### src/rtl/rr_mux_arbiter_pkg.sv
// Shared sizing helpers for the round-robin mux arbiter slice.
package rr_mux_arbiter_pkg;

  // Bits needed to index 'value' distinct items.
  function automatic int clog2(input int value);
    int r;
    r = 0;
    for (int v = value - 1; v > 0; v = v >> 1) r = r + 1;
    return r;
  endfunction

endpackage

### src/rtl/rr_mux_arbiter_rr_pick.sv
// Combinational round-robin picker: first set request after ptr, wrapping modulo NUM_INPUT.
module rr_pick
  import rr_mux_arbiter_pkg::*;
#(
  parameter int NUM_INPUT = 4
) (
  input  logic [NUM_INPUT-1:0]        request,
  input  logic [clog2(NUM_INPUT)-1:0] ptr,
  output logic [clog2(NUM_INPUT)-1:0] grant,
  output logic                        grant_valid
);

  localparam int SEL_W = clog2(NUM_INPUT);

  always_comb begin
    int unsigned idx;
    logic [SEL_W-1:0] pos;
    grant       = '0;
    grant_valid = 1'b0;
    idx         = 0;
    pos         = '0;
    // ptr + k stays below 2*NUM_INPUT, so a single subtraction wraps it
    for (int unsigned k = 1; k <= NUM_INPUT; k++) begin
      idx = 32'(ptr) + k;
      if (idx >= NUM_INPUT) idx = idx - NUM_INPUT;
      pos = SEL_W'(idx);
      if (!grant_valid && request[pos]) begin
        grant       = pos;
        grant_valid = 1'b1;
      end
    end
  end

endmodule

### src/rtl/rr_mux_arbiter.sv
// Round-robin arbiter sharing one N:1 data mux, with optional burst lock and a
// one-entry registered output stage.
module rr_mux_arbiter
  import rr_mux_arbiter_pkg::*;
#(
  parameter int NUM_INPUT = 4,
  parameter int BIT_WIDTH = 8,
  parameter int BURST_LEN = 1
) (
  input  logic                           clk,
  input  logic                           rst_n,
  input  logic [NUM_INPUT-1:0]           in_valid,
  input  logic [NUM_INPUT*BIT_WIDTH-1:0] in_data,
  output logic [NUM_INPUT-1:0]           in_ready,
  output logic                           out_valid,
  output logic [BIT_WIDTH-1:0]           out_data,
  output logic [clog2(NUM_INPUT)-1:0]    out_src,
  input  logic                           out_ready
);

  localparam int SEL_W = clog2(NUM_INPUT);
  localparam int CNT_W = clog2(BURST_LEN + 1);

  typedef enum logic {IDLE = 1'b0, LOCKED = 1'b1} lock_state_e;

  lock_state_e          state, state_next;
  logic [SEL_W-1:0]     ptr, ptr_next, rr_grant, grant;
  logic [CNT_W-1:0]     cnt, cnt_next;
  logic                 rr_valid, lock_hold, load_en, xfer;
  logic [BIT_WIDTH-1:0] sel_data;

  rr_pick #(.NUM_INPUT(NUM_INPUT)) u_pick (
    .request     (in_valid),
    .ptr         (ptr),
    .grant       (rr_grant),
    .grant_valid (rr_valid)
  );

  always_ff @(posedge clk or negedge rst_n) begin
    if (!rst_n) begin
      state <= IDLE;
      ptr   <= SEL_W'(NUM_INPUT - 1);
      cnt   <= '0;
    end else begin
      state <= state_next;
      ptr   <= ptr_next;
      cnt   <= cnt_next;
    end
  end

  // While locked, ptr doubles as the lock owner; it was set when the lock began.
  always_comb begin
    state_next = state;
    ptr_next   = ptr;
    cnt_next   = cnt;
    case (state)
      IDLE: begin
        if (xfer) begin
          ptr_next = grant;
          cnt_next = CNT_W'(1);
          if (BURST_LEN > 1) state_next = LOCKED;
        end
      end
      LOCKED: begin
        if (load_en) begin
          if (lock_hold) begin
            if (cnt + CNT_W'(1) == CNT_W'(BURST_LEN)) begin
              state_next = IDLE;
              cnt_next   = '0;
            end else begin
              cnt_next = cnt + CNT_W'(1);
            end
          end else if (xfer) begin
            ptr_next   = grant;
            cnt_next   = CNT_W'(1);
            state_next = (BURST_LEN > 1) ? LOCKED : IDLE;
          end else begin
            state_next = IDLE;
            cnt_next   = '0;
          end
        end
      end
      default: state_next = IDLE;
    endcase
  end

  always_comb begin
    lock_hold = (state == LOCKED) && in_valid[ptr];
    grant     = lock_hold ? ptr : rr_grant;
    load_en   = !out_valid || out_ready;
    xfer      = load_en && rr_valid;
    in_ready  = '0;
    if (xfer) in_ready[grant] = 1'b1;
    sel_data  = in_data[int'(grant)*BIT_WIDTH +: BIT_WIDTH];
  end

  always_ff @(posedge clk or negedge rst_n) begin
    if (!rst_n) begin
      out_valid <= 1'b0;
      out_data  <= '0;
      out_src   <= '0;
    end else if (xfer) begin
      out_valid <= 1'b1;
      out_data  <= sel_data;
      out_src   <= grant;
    end else if (out_ready) begin
      out_valid <= 1'b0;
    end
  end

endmodule

### config.mk
export PLATFORM = sky130hd
export DESIGN_NAME = rr_mux_arbiter
export DESIGN_NICKNAME = d
export VERILOG_FILES = /design/src/rtl/rr_mux_arbiter_pkg.sv /design/src/rtl/rr_mux_arbiter_rr_pick.sv /design/src/rtl/rr_mux_arbiter.sv
export SDC_FILE = /design/constraint.sdc
export NUM_CORES = 1
export LEC_CHECK = 0
export BUFFER_PORTS_ARGS = -buffer_cell sky130_fd_sc_hd__clkbuf_2
export CAP_MARGIN = 20
export CORE_AREA = 2 2 59 55
export DETAILED_ROUTE_END_ITERATION = 7
export DIE_AREA = 0 0 61 57
export HOLD_SLACK_MARGIN = 0.03
export PLACE_DENSITY = 0.74
export SKIP_CTS_REPAIR_TIMING = 1
export SYNTH_ARGS = -nofsm -noshare
export SYNTH_HDL_FRONTEND = slang
export SYNTH_SLANG_ARGS = --single-unit
### constraint.sdc
create_clock -name clk -period 3.3 [get_ports clk]
set_clock_uncertainty 0.1 [all_clocks]
set_input_delay 0.66 -clock clk [delete_from_list [all_inputs] [get_ports clk]]
set_output_delay 0.66 -clock clk [all_outputs]
set_load 0.01 [all_outputs]
**After elaboration in Yosys (flattened, before gate mapping)**

Cells that the tools add are included.

- Memory bits (read-only): 0
- Memories kept: 0
- Input bits: 39
- Bits in latches: 0
- Memory bits (writable): 0
- Bits in registers: 15

- Multiply operators: 0
- Order comparisons: 11
- Div/mod/pow operators: 0
- Equality and inequality tests: 3
- Muxes and demuxes: 41
- Shifts and indexed selects: 1
- Bitwise logic cells: 1
- Reductions and logical operators: 14
- Add/subtract/negate cells: 9

Operators by type and width:

| cell | number |
|---|---|
| $shiftx 32x6->8 | 1 |
| $mux 2 | 12 |
| $mux 1 | 20 |
| $lt 2x3->1 const B | 6 |
| $bmux 1 s2 | 5 |
| $ge 3x3->1 const B | 3 |
| $sub 2x1->2 const B | 4 |
| $add 2x2->3 const B | 2 |
| $logic_and 1x1->1 | 6 |
| $add 2x3->4 const B | 1 |
| $ge 4x3->1 const B | 1 |
| $logic_not 1->1 | 4 |
| $mux 4 | 1 |
| $ne 2x2->1 const B | 2 |
| $pmux 2 s2 | 1 |
| $reduce_and 2->1 | 2 |
| $add 2x1->3 const B | 1 |
| $demux 1 s2 | 1 |
| $ge 2x1->1 const B | 1 |
| $ne 2x1->1 const B | 1 |
| $pmux 1 s2 | 1 |
| $reduce_bool 2->1 | 1 |
| $add 1x1->1 const B | 1 |
| $logic_or 1x1->1 | 1 |
| $not 1->1 | 1 |

**Logic depth before layout (Yosys ltp)**

Gate-level depths: netlist (run 1).

- Depth in word-level cells: 21
- Depth in mapped cells: 8
- Mapped depth without buffers: 6

**Modules after synthesis**

Synthesis (run 1) repeated with hierarchy kept, for this count alone.

- Cell total of the unflattened synthesis: 113
- Area total of the unflattened synthesis: 1,126.1 sq um

Modules (own cells, without submodules):

| module | seq. area each (sq um) | instances | cells each | area each (sq um) |
|---|---|---|---|---|
| rr_mux_arbiter | 377.9 | 1 | 99 | 1,034.7 |
| rr_pick | 0.0 | 1 | 14 | 91.3 |

**Least setup slack after synthesis (run 1)**

No wires, ideal clock.

- Path type: input to output
- Start point: input in_valid[0]
- End point: output in_ready[2]
- Path buffers: 2
- Data required time: 2.540 ns
- Path slack: 0.431 ns
- Stages: 6
- Data arrival time: 2.109 ns
- Path through: clkbuf_1 > o211a_1 > a311oi_4 > a21oi_4 > buf_6 > nor2b_1

- Longest elaborated chain between the ends: 18
- Elaborated cells on any way between the ends: 33

Ends and longest elaborated chain:

| item | RTL line | text |
|---|---|---|
| start: declaration | rr_mux_arbiter.sv:12 | `input logic [NUM_INPUT-1:0] in_valid,` |
| $bmux 1 s2 | rr_mux_arbiter_rr_pick.sv:27 | `if (!grant_valid && request[pos]) begin` |
| $mux 1 (implied by the code) | rr_mux_arbiter_rr_pick.sv:27 |  |
| $mux 1 | rr_mux_arbiter_rr_pick.sv:27 |  |
| $logic_not 1->1 | rr_mux_arbiter_rr_pick.sv:27 |  |
| $logic_and 1x1->1 | rr_mux_arbiter_rr_pick.sv:27 |  |
| $mux 1 | rr_mux_arbiter_rr_pick.sv:27 |  |
| $logic_not 1->1 | rr_mux_arbiter_rr_pick.sv:27 |  |
| $logic_and 1x1->1 | rr_mux_arbiter_rr_pick.sv:27 |  |
| (+2 left out) | n/a |  |
| $logic_and 1x1->1 | rr_mux_arbiter_rr_pick.sv:27 |  |
| $mux 2 | rr_mux_arbiter_rr_pick.sv:27 |  |
| $mux 2 | rr_mux_arbiter.sv:89 | `grant = lock_hold ? ptr : rr_grant;` |
| $lt 2x3->1 (implied by the code) or $ge 2x1->1 (tied branches) | rr_mux_arbiter.sv:93 | `if (xfer) in_ready[grant] = 1'b1;` |
| $logic_and 1x1->1 (implied by the code) | rr_mux_arbiter.sv:93 |  |
| $mux 1 (implied by the code) | rr_mux_arbiter.sv:93 |  |
| $demux 1 s2 | rr_mux_arbiter.sv:93 |  |
| $mux 4 (*) | rr_mux_arbiter.sv:93 |  |
| end: declaration | rr_mux_arbiter.sv:14 | `output logic [NUM_INPUT-1:0] in_ready,` |

Every way passes the cells marked *; elsewhere a longest branch is shown, timed or not. The select of a mux whose other input is x is not followed.

**Worst setup path in the final report (run 1)**

- Start point: register ptr[1]
- End point: output in_ready[2]

- Longest elaborated chain between the ends: 21
- Elaborated cells on any way between the ends: 49

Ends and longest elaborated chain:

| item | RTL line | text |
|---|---|---|
| start: declaration | rr_mux_arbiter.sv:27 | `logic [SEL_W-1:0] ptr, ptr_next, rr_grant, grant;` |
| start signal: assignment | rr_mux_arbiter.sv:42 | `ptr <= SEL_W'(NUM_INPUT - 1);` |
| start signal: assignment | rr_mux_arbiter.sv:46 | `ptr <= ptr_next;` |
| $add 2x1->3 | rr_mux_arbiter_rr_pick.sv:24 | `idx = 32'(ptr) + k;` |
| $ge 3x3->1 or $sub 2x1->2 (tied branches) | rr_mux_arbiter_rr_pick.sv:25 | `if (idx >= NUM_INPUT) idx = idx - NUM_INPUT;` |
| $mux 2 | rr_mux_arbiter_rr_pick.sv:25 |  |
| $bmux 1 s2 | rr_mux_arbiter_rr_pick.sv:27 |  |
| $mux 1 (implied by the code) | rr_mux_arbiter_rr_pick.sv:27 |  |
| $mux 1 | rr_mux_arbiter_rr_pick.sv:27 |  |
| $logic_not 1->1 | rr_mux_arbiter_rr_pick.sv:27 |  |
| $logic_and 1x1->1 | rr_mux_arbiter_rr_pick.sv:27 |  |
| (+5 left out) | n/a |  |
| $logic_and 1x1->1 | rr_mux_arbiter_rr_pick.sv:27 |  |
| $mux 2 | rr_mux_arbiter_rr_pick.sv:27 |  |
| $mux 2 | rr_mux_arbiter.sv:89 |  |
| $lt 2x3->1 (implied by the code) or $ge 2x1->1 (tied branches) | rr_mux_arbiter.sv:93 |  |
| $logic_and 1x1->1 (implied by the code) | rr_mux_arbiter.sv:93 |  |
| $mux 1 (implied by the code) | rr_mux_arbiter.sv:93 |  |
| $demux 1 s2 | rr_mux_arbiter.sv:93 |  |
| $mux 4 (*) | rr_mux_arbiter.sv:93 |  |

Marks and branches as above.

==> impl_metrics.toml, run 1 <==
[global_routing]
grt_pass1_vias = 1277
track_usage = 0.215
antenna_found_initial = 0
grt_max_degree = 18
grt.overflow.total = 0
grt_pass1_wl_um = 5730

[yosys]
synth_flop_cell = "dfrtp_1"
syn-num-nets = 179
ys_warn_count = 0
ys_top_cells_by_area = "dfrtp_1 26%, mux2i_1 8.1%, mux2_1 7.3%"
synth_common_cells = "15 x nand2_1, 13 x dfrtp_1, 10 x mux2i_1, 10 x o21ai_0"
synth_top_area_frac = 0.262
avgSynthCellArea_um2 = 8.87
yosys.cell_types.count = 39
synth_area_leader_cell = "dfrtp_1"
synth_most_common_cell = "nand2_1"
synth_cells = 140
synth-seq-cells = 15
async_flop_share = 1.00
synth_edf_count = 0
netlist_area_um2 = 1240
seq_area_frac_synth = 0.304

[die]
io_pins = 54
die_w_um = 61
start_util = 0.425
dieArea_um2 = 3480
rows = 19
core_area_um2 = 2920
dieHeight_um = 57

[placement]
dp.cells = 231
hpwl_um = 2610
gp_congestion = 0.880
place_area_um2 = 1550
place_worst_setup_slack_ns = 0.328
numPortBuffers = 53

[finish]
finalCoreUtilization = 0.540
drive_above_1_share = 0.389
fin_cells = 235
area_growth_pct = 27.0
diodes = 0
final_nets = 233
nFillCells = 275
postLayoutCellArea_um2 = 1580

[critical_path]
crit_fanout = 16
reg2reg_depth = 7
r2r_end = "out_data[1]"
critPathKind = "register to primary output"
cp-start-kind = "register"
crit_end = "in_ready[2]"
cp-end-kind = "primary output"
r2r_start = "ptr[0]"
cp.arrival_ns = 2.42
critical_path_required_ns = 2.54
cp-startpoint = "ptr[1]"
rrSetupSlack_ns = 0.80

[clock_tree]
cts_buffer_depth = 2
cts_tree = "yes"
clk_pin_slew_ns = 0.09
clkLatencyLatePin_ns = 0.28
numCtsBuffers = 3
cts_root_buffer = "clkbuf_4"
htree_levels = 1
cts_sinks = 15

[pwr]
power.leakage_nw = 0.770
power_density_nw_per_um2 = 567
ir_worst_vdd_uv = 333

[detailed_routing]
drt-initial-drc-count = 115
vias_per_cell = 5.63
routed_wl_um = 3420
dr.pass1.iters = 4
vias = 1323
antenna_left = 0
wl_per_cell_um = 14.6
drc = 0

[sta]
setup_tns_ns = 0
worst_slew_pin_slew_ns = 0.584
timing.slew.headroom = 0.609
finalWorstSetupSlack_ns = 0.116
fin_crit_sh = 0.965
finalHoldViolations = 0
setup_viol = 0
drv_slew = 0
max_freq_mhz = 314
period_needed_ns = 3.18
rsz0062_at_grt = "false"

[min_path]
hp-class = "input pin to async pin"

[status]
outcome = "finished, final reports clean"

[job]
maxCapViolations = 0
[cells in the final DEF, fill, tap and decap left out, drive strengths merged, types with 2 or more instances in the layout]
| cell type | instances |
|---|---|
| nand2 | 15 |
| o221ai | 8 |
| nor2 | 8 |
| buf | 5 |
| nand2b | 5 |
| and3 | 2 |
| o211ai | 2 |
| mux2 | 11 |
| dfrtp | 13 |
| o22ai | 8 |
| o21ai | 10 |
| mux2i | 10 |
| inv | 3 |
| dfstp | 2 |
| nor3 | 4 |
| clkbuf | 56 |
| a21boi | 2 |
| o21bai | 2 |
| nor2b | 4 |
| a21oi | 8 |
[how the worst min path moves through the flow]
stage	start	to	slack (ns)	cells after the start
3_5_place_dp	out_src[0]	out_src[0]	0.37	2
6_report	rst_n	out_data[2]	0.18	1
3_3_place_gp	out_src[0]	out_src[0]	0.37	2
2_1_floorplan	rst_n	cnt	0.26	0
4_1_cts	rst_n	out_valid	0.19	1
5_1_grt	rst_n	state	0.19	1
[layout make-up]
type                       instances  area [um^2]  area share
clock buffer                       3         22.5      0.0143
clock inverter                     1         5.00     0.00317
tap                               42         52.6      0.0333
timing repair buffer              58          303       0.192
multi-input combinational        113          806       0.511
sequential                        15          378       0.239
inverter                           3         11.3     0.00714
[sequential cells by signal, summed over array words and instances (netlist names)]
signal     count
out_valid      1
out_data       8
state          1
ptr            2
out_src        2
cnt            1
[worst max-delay path: stages (launching register included)]
cell and delay [ns]:
dfstp_2 0.70, mux2_2 0.39, and3_1 0.22, nor3_2 0.46, nor2b_1 0.22, clkbuf_2 0.15
[logic make-up after synthesis]
kind of cell | Yosys count | synth area share
compound gates | 50 | 0.300
mux | 21 | 0.180
simple gates | 42 | 0.168
flops | 15 | 0.304
buf+inv | 12 | 0.0473
[power breakdown]
part	internal (mW)	switching, mW	leakage, nW
registers	0.245	0.0621	0.178
logic	0.228	0.254	0.575
clock network	0.0450	0.0610	0.0177
total	0.518	0.377	0.770
[per-layer routing]
layer  global-route usage  wire length [um]  up-vias
met5                    0                 0        -
li1                     -                 -      642
met3               0.0317               219        4
met4               0.0901                37        0
met2                0.315              1590       55
met1                0.315              1570      622
[stage by stage]
stage	total power [mW]	hold WS, ns
after floorplan	0.624	0.264
after CTS	0.898	0.191
final	0.895	0.183
after global placement	0.775	0.367
after detailed placement	0.787	0.367
after global routing	0.961	0.194
(Power assumes the default switching activity.)
==> run 2: changes to the inputs <==
CORE_AREA = 2 2 56 53   (was 2 2 59 55)
CTS_BUF_LIST = sky130_fd_sc_hd__clkbuf_16   (was default)
DIE_AREA = 0 0 58 55   (was 0 0 61 57)
PLACE_DENSITY = 0.76   (was 0.74)
SYNTH_HIERARCHICAL = 1   (was default)
==> run 2 against run 1 <==
  * Combinational power is 22% lower
  * Via count is 18% lower
  * Global-route usage is 2.4 points lower
  * Critical path depth is 1 higher
  * Synthesized cell count is 19% lower
  * Setup slack better by 0.19 ns
  * Register-to-register slack worse by 0.19 ns
  * Clock-buffer cell count stayed put
  * Critical endpoint is now in_ready[3]
==> impl_metrics.toml, run 2 <==
[finish]
largest_reg_flops = 8
final_nets = 208
drive_above_1_share = 0.506
final_common_cell = "clkbuf_2"
fin_cells = 198
layout_common_cells = "53 x clkbuf_2, 13 x nor2_1, 13 x dfrtp_1"
area_growth_pct = 32.6
reg_top3 = "out_data: 8 flops, out_src: 2 flops, ptr: 2 flops"
postLayoutCellArea_um2 = 1490
nFillCells = 236
diodes = 0
regMostFlops = "out_data"
finalCoreUtilization = 0.571

[clock_tree]
clkLatencyLatePin_ns = 0.24
htree_levels = 1
cts_tree = "yes"
cts_buffer_depth = 2
cts_sinks = 15
clk_pin_slew_ns = 0.05
cts_root_buffer = "clkbuf_16"
numCtsBuffers = 3

[yosys]
async_flop_share = 1.00
netlist_area_um2 = 1130
ys_top_cells_by_area = "dfrtp_1 29%, a221oi_2 9.3%, mux2_4 9.3%"
yosys.cell_types.count = 33
synth_cells = 113
synth_flop_cell = "dfrtp_1"
syn-num-nets = 152
synth_top_area_frac = 0.289
synth_area_leader_cell = "dfrtp_1"
synth-seq-cells = 15
avgSynthCellArea_um2 = 9.97
ys_warn_count = 6
synth_edf_count = 0
synth_common_cells = "13 x dfrtp_1, 13 x nor2_1, 9 x o22ai_1"
seq_area_frac_synth = 0.336

[placement]
dp.cells = 194
place_worst_setup_slack_ns = 0.440
place_area_um2 = 1410
gp_congestion = 0.862
numPortBuffers = 53
hpwl_um = 2210

[critical_path]
cp.arrival_ns = 2.23
critical_path_required_ns = 2.54
cp-end-kind = "primary output"
rrSetupSlack_ns = 0.61
r2r_start = "ptr[1]"
reg2reg_depth = 8
crit_fanout = 11
critPathKind = "register to primary output"
r2r_end = "out_data[2]"
cp-start-kind = "register"

[die]
dieArea_um2 = 3190
die_w_um = 58
dieHeight_um = 55
io_pins = 54
core_area_um2 = 2610
start_util = 0.431
rows = 18

[pwr]
power.leakage_nw = 0.732
power_density_nw_per_um2 = 595
ir_worst_vdd_uv = 424

[global_routing]
track_usage = 0.191
antenna_found_initial = 0
grt_pass1_wl_um = 4650
grt_max_degree = 16
grt.overflow.total = 0
grt_pass1_vias = 1100

[detailed_routing]
highest_layer = "met4"
vias_per_cell = 5.51
wirelength_met1_um = 1350
routed_wl_um = 2830
vias = 1091
route.met3.wl_um = 180
wl_per_cell_um = 14.3
dr_wl_met2_um = 1290
drc = 0
drt-initial-drc-count = 43
dr.pass1.iters = 4
antenna_left = 0

[sta]
setup_tns_ns = 0
finalWorstSetupSlack_ns = 0.307
period_needed_ns = 2.99
setup_viol = 0
drv_slew = 0
worst_slew_pin_slew_ns = 0.787
fin_crit_sh = 0.907
max_freq_mhz = 334
timing.slew.headroom = 0.475
finalHoldViolations = 0
rsz0062_at_grt = "false"

[status]
outcome = "finished, final reports clean"

[min_path]
hp-class = "input pin to async pin"

[job]
maxCapViolations = 0
==> run 2: layout make-up <==
| class | count | area [um^2] | share of cell area |
|---|---|---|---|
| multi-input cells | 91 | 703 | 0.471 |
| inverters | 2 | 7.51 | 0.00503 |
| clock inverters | 1 | 3.75 | 0.00251 |
| flip-flops and latches | 15 | 378 | 0.253 |
| repair buffers | 56 | 288 | 0.193 |
| well taps | 30 | 37.5 | 0.0251 |
| clock buffers | 3 | 75.1 | 0.0503 |
==> run 2: worst max-delay path: stages, from the launching register on <==
cell and delay (ns):
dfstp_2 0.66, mux2i_2 0.43, o22ai_1 0.17, mux2i_1 0.15, buf_4 0.21, nor3_1 0.21
clkbuf_2 0.17
==> run 2: logic make-up (layout without fill, tap and decap cells) <==
logic type,after synthesis,in the layout,share of synthesized area
flops,15,15,0.336
buf+inv,7,62,0.0400
simple gates,37,37,0.161
mux,14,14,0.161
compound gates,40,40,0.302
==> run 2: where the power goes <==
| group | internal, mW | switching [mW] | total, mW |
|---|---|---|---|
| sequential | 0.236 | 0.0440 | 0.280 |
| combinational | 0.178 | 0.199 | 0.377 |
| clock | 0.160 | 0.0712 | 0.232 |
| total | 0.574 | 0.314 | 0.888 |
==> run 2: worst max path at each step <==
stage               slack (ns)           to  depth (start not counted)         from
global route              0.21  in_ready[2]                          6       ptr[1]
global placement          0.47  out_data[4]                         10  in_valid[2]
detailed placement        0.44  out_data[5]                         10  in_valid[2]
finish                    0.31  in_ready[3]                          6       ptr[1]
floorplan                 0.65  in_ready[1]                          8  in_valid[2]
CTS                       0.31  in_ready[2]                          6       ptr[1]
==> run 2: metrics by stage <==
| stage | hold WS (ns) | total power, mW |
|---|---|---|
| floorplan | 0.264 | 0.540 |
| global placement | 0.376 | 0.645 |
| detailed placement | 0.380 | 0.658 |
| CTS | 0.252 | 0.893 |
| global route | 0.258 | 0.944 |
| finish | 0.232 | 0.888 |
==> run 2: per-layer routing <==
layer	global-route usage	vias up
li1	-	537
met1	0.237	503
met5	0	-
met2	0.347	49
met4	0.0310	0
met3	0.0465	2
